<file path="config.mk">
export PLATFORM = sky130hd
export DESIGN_NAME = taillight_input_conditioner
export DESIGN_NICKNAME = d
export VERILOG_FILES = /design/src/rtl/taillight_pkg.sv /design/src/rtl/debounce_bit.sv /design/src/rtl/taillight_input_conditioner.sv
export SDC_FILE = /design/constraint.sdc
export NUM_CORES = 1
export LEC_CHECK = 0
export CELL_PAD_IN_SITES_DETAIL_PLACEMENT = 0
export CELL_PAD_IN_SITES_GLOBAL_PLACEMENT = 1
export CORE_MARGIN = 5
export CORE_UTILIZATION = 44
export CTS_CLUSTER_SIZE = 25
export DETAILED_ROUTE_END_ITERATION = 7
export HOLD_SLACK_MARGIN = 0.05
export PLACE_DENSITY = 0.84
export SETUP_SLACK_MARGIN = 0.2
export SKIP_CTS_REPAIR_TIMING = 1
export SLEW_MARGIN = 15
export SYNTH_ARGS = -nofsm -noshare
export SYNTH_HDL_FRONTEND = slang
export SYNTH_HIERARCHICAL = 1
export SYNTH_SLANG_ARGS = --single-unit
</file>
<file path="constraint.sdc">
create_clock -name clock -period 1.46 [get_ports clock]
set_clock_uncertainty 0.05 [all_clocks]
set_input_delay 0.292 -clock clock [delete_from_list [all_inputs] [get_ports clock]]
set_output_delay 0.292 -clock clock [all_outputs]
set_load 0.01 [all_outputs]
</file>
<file path="src/rtl/taillight_pkg.sv">
// Shared types and bit positions for the tail-light input front end.
package taillight_pkg;

  // Lighting mode codes consumed by the blink sequencer and LED mapper
  typedef enum logic [2:0] {
    MODE_IDLE        = 3'd0,
    MODE_LEFT        = 3'd1,
    MODE_RIGHT       = 3'd2,
    MODE_LEFT_BRAKE  = 3'd3,
    MODE_RIGHT_BRAKE = 3'd4,
    MODE_BRAKE       = 3'd5,
    MODE_HAZARD      = 3'd6,
    MODE_RESET       = 3'd7
  } mode_t;

  // Switch bit positions (active-high)
  localparam int unsigned SW_HAZARD = 0;
  localparam int unsigned SW_TURN   = 1;
  localparam int unsigned SW_BRAKE  = 2;

  // Key bit positions (active-low)
  localparam int unsigned KEY_RST = 0;
  localparam int unsigned KEY_DIR = 1;

endpackage

</file>
<file path="src/rtl/debounce_bit.sv">
// Two-flop synchroniser followed by a hold-time debounce counter for one input bit.
module debounce_bit #(
  parameter int unsigned DEBOUNCE_CYCLES = 4,
  parameter logic        RESET_VAL       = 1'b0
) (
  input  logic clock,
  input  logic reset,
  input  logic raw,
  output logic clean
);

  localparam int unsigned CNT_W = $clog2(DEBOUNCE_CYCLES) + 1;
  localparam logic [CNT_W-1:0] CNT_LAST = CNT_W'(DEBOUNCE_CYCLES - 1);

  logic             s1;
  logic             s2;
  logic [CNT_W-1:0] cnt;

  // Synchronise, then accept a new level only after it holds for DEBOUNCE_CYCLES cycles
  always_ff @(posedge clock or posedge reset) begin
    if (reset) begin
      s1    <= RESET_VAL;
      s2    <= RESET_VAL;
      clean <= RESET_VAL;
      cnt   <= '0;
    end else begin
      s1 <= raw;
      s2 <= s1;
      if (s2 == clean) begin
        cnt <= '0;
      end else if (cnt == CNT_LAST) begin
        clean <= s2;
        cnt   <= '0;
      end else begin
        cnt <= cnt + CNT_W'(1);
      end
    end
  end

endmodule

</file>
<file path="src/rtl/taillight_input_conditioner.sv">
// Debounces switches/keys and decodes them into one registered lighting mode.
module taillight_input_conditioner
  import taillight_pkg::*;
#(
  parameter int unsigned DEBOUNCE_CYCLES = 4
) (
  input  logic       clock,
  input  logic       reset,
  input  logic [2:0] sw_raw,
  input  logic [1:0] key_raw,
  output logic [2:0] mode,
  output logic       mode_change,
  output logic [2:0] clean_sw,
  output logic [1:0] clean_key
);

  mode_t mode_q;
  mode_t mode_dec;
  logic  h, t, b, r, q;

  // Switches rest low, keys rest high (released)
  for (genvar i = 0; i < 3; i++) begin : g_sw
    debounce_bit #(
      .DEBOUNCE_CYCLES(DEBOUNCE_CYCLES),
      .RESET_VAL      (1'b0)
    ) u_db (
      .clock(clock),
      .reset(reset),
      .raw  (sw_raw[i]),
      .clean(clean_sw[i])
    );
  end

  for (genvar i = 0; i < 2; i++) begin : g_key
    debounce_bit #(
      .DEBOUNCE_CYCLES(DEBOUNCE_CYCLES),
      .RESET_VAL      (1'b1)
    ) u_db (
      .clock(clock),
      .reset(reset),
      .raw  (key_raw[i]),
      .clean(clean_key[i])
    );
  end

  assign h = clean_sw[SW_HAZARD];
  assign t = clean_sw[SW_TURN];
  assign b = clean_sw[SW_BRAKE];
  assign r = ~clean_key[KEY_DIR];
  assign q = ~clean_key[KEY_RST];

  // Priority decode of the clean levels; first matching rule wins
  always_comb begin
    mode_dec = MODE_IDLE;
    if (q && (h || t || b)) begin
      mode_dec = MODE_RESET;
    end else if (!h && !t && !b) begin
      mode_dec = MODE_IDLE;
    end else if (t && !h && !b) begin
      mode_dec = r ? MODE_RIGHT : MODE_LEFT;
    end else if (t && !h && b) begin
      mode_dec = r ? MODE_RIGHT_BRAKE : MODE_LEFT_BRAKE;
    end else if (b) begin
      mode_dec = MODE_BRAKE;
    end else begin
      mode_dec = MODE_HAZARD;
    end
  end

  // Register the mode and flag the first cycle of every new value
  always_ff @(posedge clock or posedge reset) begin
    if (reset) begin
      mode_q      <= MODE_IDLE;
      mode_change <= 1'b0;
    end else begin
      mode_q      <= mode_dec;
      mode_change <= (mode_dec != mode_q);
    end
  end

  assign mode = 3'(mode_q);

endmodule

</file>
==> results.py <==
metrics = {
    "logic_synthesis": {
        "yosys-top-cells-count": "dfrtp_1 (28), nor3b_1 (10), xnor2_1 (8)",
        "syn_inst": 94,
        "synth_seq_area_share_pct": 63.1,
        "synth.top_cell.area_share_pct": 51.5,
        "syn_nets": 106,
        "synth_async_sr_flop_share_pct": 100,
        "synth.avg_cell_area_um2": 14.5,
        "synth_cell_types": 20,
        "yosysMostFrequentCell": "dfrtp_1",
        "ys_seq_elements": 34,
        "synth_largest_area_cell": "dfrtp_1",
        "yosys_warnings": 6,
        "synth.area.top_cells": "dfrtp_1 (51%), dfstp_2 (12%), nor3b_1 (5.5%), xnor2_1 (5.1%), nor2b_4 (5.1%)",
        "synth_area_um2": 1360,
        "synth-main-ff-cell": "dfrtp_1",
        "synth_edf_count": 0,
    },
    "floorplanning": {
        "dieWidth_um": 65.6,
        "die-area_um2": 4310,
        "num_rows": 20,
        "die_h_um": 65.6,
        "initial_core_util_pct": 45.3,
        "placeableCoreArea_um2": 3000,
        "num_io_pins": 16,
    },
    "layout": {
        "layout.nets": 139,
        "diodes": 0,
        "final_cells": 161,
        "drive_gt1_share_pct": 42.2,
        "area_growth_pct": 24.9,
        "n_fill_cell": 249,
    },
    "place": {
        "port_buffers": 15,
        "dp.cells": 144,
        "routabilityCongestion": 0.704,
        "pre_cts_slack_ps": -49.4,
        "dp_hpwl_mm": 1.69,
    },
    "critical_path": {
        "rr_worst_depth": 4,
        "cp_max_fo": 6,
        "r2r_slack_ps": 40,
        "worstPathRequired_ps": 1620,
        "r2r-end": "mode_change$_DFF_PP0_",
        "start_kind": "flop",
        "arrival_ps": 1590,
        "r2r-start": "g_key[1].u_db/clean$_DFFE_PP1P_",
        "worst-setup-path-type": "reg2reg",
        "cp-endpoint": "mode_change$_DFF_PP0_",
        "startpoint": "g_key[1].u_db/clean$_DFFE_PP1P_",
        "end_kind": "flop",
    },
    "global_routing": {
        "grt.total_usage_pct": 12.1,
        "grt_pass1_vias": 891,
        "grt_max_degree": 11,
        "grt-ovfl-total": 0,
        "grt_pass1_wl_mm": 3.80,
        "antenna_found_initial": 0,
    },
    "cts": {
        "cts-buffers-inserted": 5,
        "clockBufferDepth": 2,
        "cts_sinks": 34,
        "root_buffer": "clkbuf_4",
        "clkSlewWorstSetupHoldPaths_ps": 100,
        "htree_levels": 2,
        "cts_tree": "done",
        "insertion_delay_ps": 320,
    },
    "min_path": {
        "hp-class": "in2async",
    },
    "sta": {
        "finalHoldViolCount": 0,
        "rsz0062_at_grt": "yes",
        "period_share_pct": 97.6,
        "timing_worst_slew_pin_value_ps": 303,
        "layout_setup_ws_ps": 35.3,
        "setup_viol": 0,
        "slew_viol_final": 0,
        "period_minus_slack_ps": 1420,
        "maxSlewHeadroom_pct": 79.6,
        "max_freq_ghz": 0.702,
    },
    "drt": {
        "drc": 0,
        "drtIter0Drc": 16,
        "vias": 793,
        "vias_per_cell": 4.93,
        "wl_per_cell_um": 13.8,
        "routed_wl_mm": 2.23,
        "antenna_left": 0,
        "firstDrtPassIters": 4,
    },
    "power": {
        "p_leak_nw": 0.782,
        "vdd_drop_max_mv": 0.861,
        "power_per_cell_area_nw_per_um2": 1970,
    },
    "run": {
        "maxCapViolations": 0,
    },
    "outcome": {
        "outcome": "complete, no violations",
    },
}
==> worst min-delay path by stage <==
stage / from / end / cells past startpoint
after floorplan: reset / mode[0]$_DFF_PP0_ / 1
after global placement: g_sw[1].u_db/s1$_DFF_PP0_ / g_sw[1].u_db/s2$_DFF_PP0_ / 0
after detailed placement: g_sw[1].u_db/s1$_DFF_PP0_ / g_sw[1].u_db/s2$_DFF_PP0_ / 0
after CTS: reset / mode[1]$_DFF_PP0_ / 2
after global routing: reset / mode[0]$_DFF_PP0_ / 2
final: reset / mode_change$_DFF_PP0_ / 2
==> registers in the layout, indices dropped and copies added, names as in the netlist <==
register          count
g_sw.u_db/cnt         9
g_key.u_db/s2         2
g_sw.u_db/s2          3
mode_change           1
g_key.u_db/cnt        6
g_key.u_db/clean      2
g_sw.u_db/clean       3
mode                  3
g_key.u_db/s1         2
g_sw.u_db/s1          3
==> cell usage in the layout (no fill, tap or decap), drive strengths merged <==
cell type and instances:
a221o 1, and3b 1, buf 19, clkbuf 9
clkdlybuf4s50 6, clkinv 1, dfrtp 28, dfstp 6
dlymetal6s2s 2, ha 5, inv 7, mux2 5
nand2 1, nand2b 2, nand3 1, nand4 1
nand4b 1, nor2b 5, nor3 5, nor3b 10
o21bai 2, o2bb2ai 1, or3b 1, xnor2 8
==> final cells by class <==
| cell class | instances | area (um^2) | area share [%] |
|---|---|---|---|
| Clock buffer | 7 | 55.1 | 3.24 |
| Timing Repair Buffer | 29 | 239 | 14.1 |
| Multi-Input combinational cell | 50 | 473 | 27.8 |
| Sequential cell | 34 | 861 | 50.6 |
| Inverter | 7 | 26.3 | 1.55 |
| Clock inverter | 1 | 5.00 | 0.294 |
| Tap cell | 33 | 41.3 | 2.43 |
==> stage by stage <==
step                      power (mW)  utilization (%)  hold slack (ps)  cell area [um^2]  setup TNS [ps]
after floorplan                 2.19                -             8.08              1360               0
after global placement          2.58             52.2              289              1570               0
after detailed placement        2.70             52.2              287              1570           -52.0
after CTS                       3.22             54.2              269              1630           -2140
after global routing            3.59             56.6              279              1700           -38.9
final                           3.35             56.6              283              1700               0
==> cells by family (layout without fill, tap and decap cells) <==
logic type / after synthesis / count (layout) / share of synthesized area (%)
buffers and inverters: 10 / 44 / 3.58
DFF: 34 / 34 / 63.1
and+or+nand+nor: 28 / 28 / 16.9
adders and majority gates: 5 / 5 / 4.60
AOI/OAI and AO/OA: 4 / 4 / 2.57
xor gates and xnor gates: 8 / 8 / 5.15
muxes: 5 / 5 / 4.14
==> critical path: stages, from the launching register on <==
cell and delay, ps:
dfstp_2 580, nand2_1 70, a221o_2 370, xnor2_2 150, nand3_1 90
==> metal layers <==
layer / vias to the layer above / track usage, % / routed length (um)
met5: - / 0 / 0
met4: 0 / 6.74 / 13
met3: 2 / 5.64 / 93
met2: 17 / 19.4 / 1160
met1: 389 / 13.1 / 957
li1: 385 / - / -
==> power by group <==
group	switching [mW]	internal, mW
combinational	0.596	0.829
sequential	0.181	1.22
clock	0.287	0.233
Note: power is estimated with default switching activity, not from simulation.
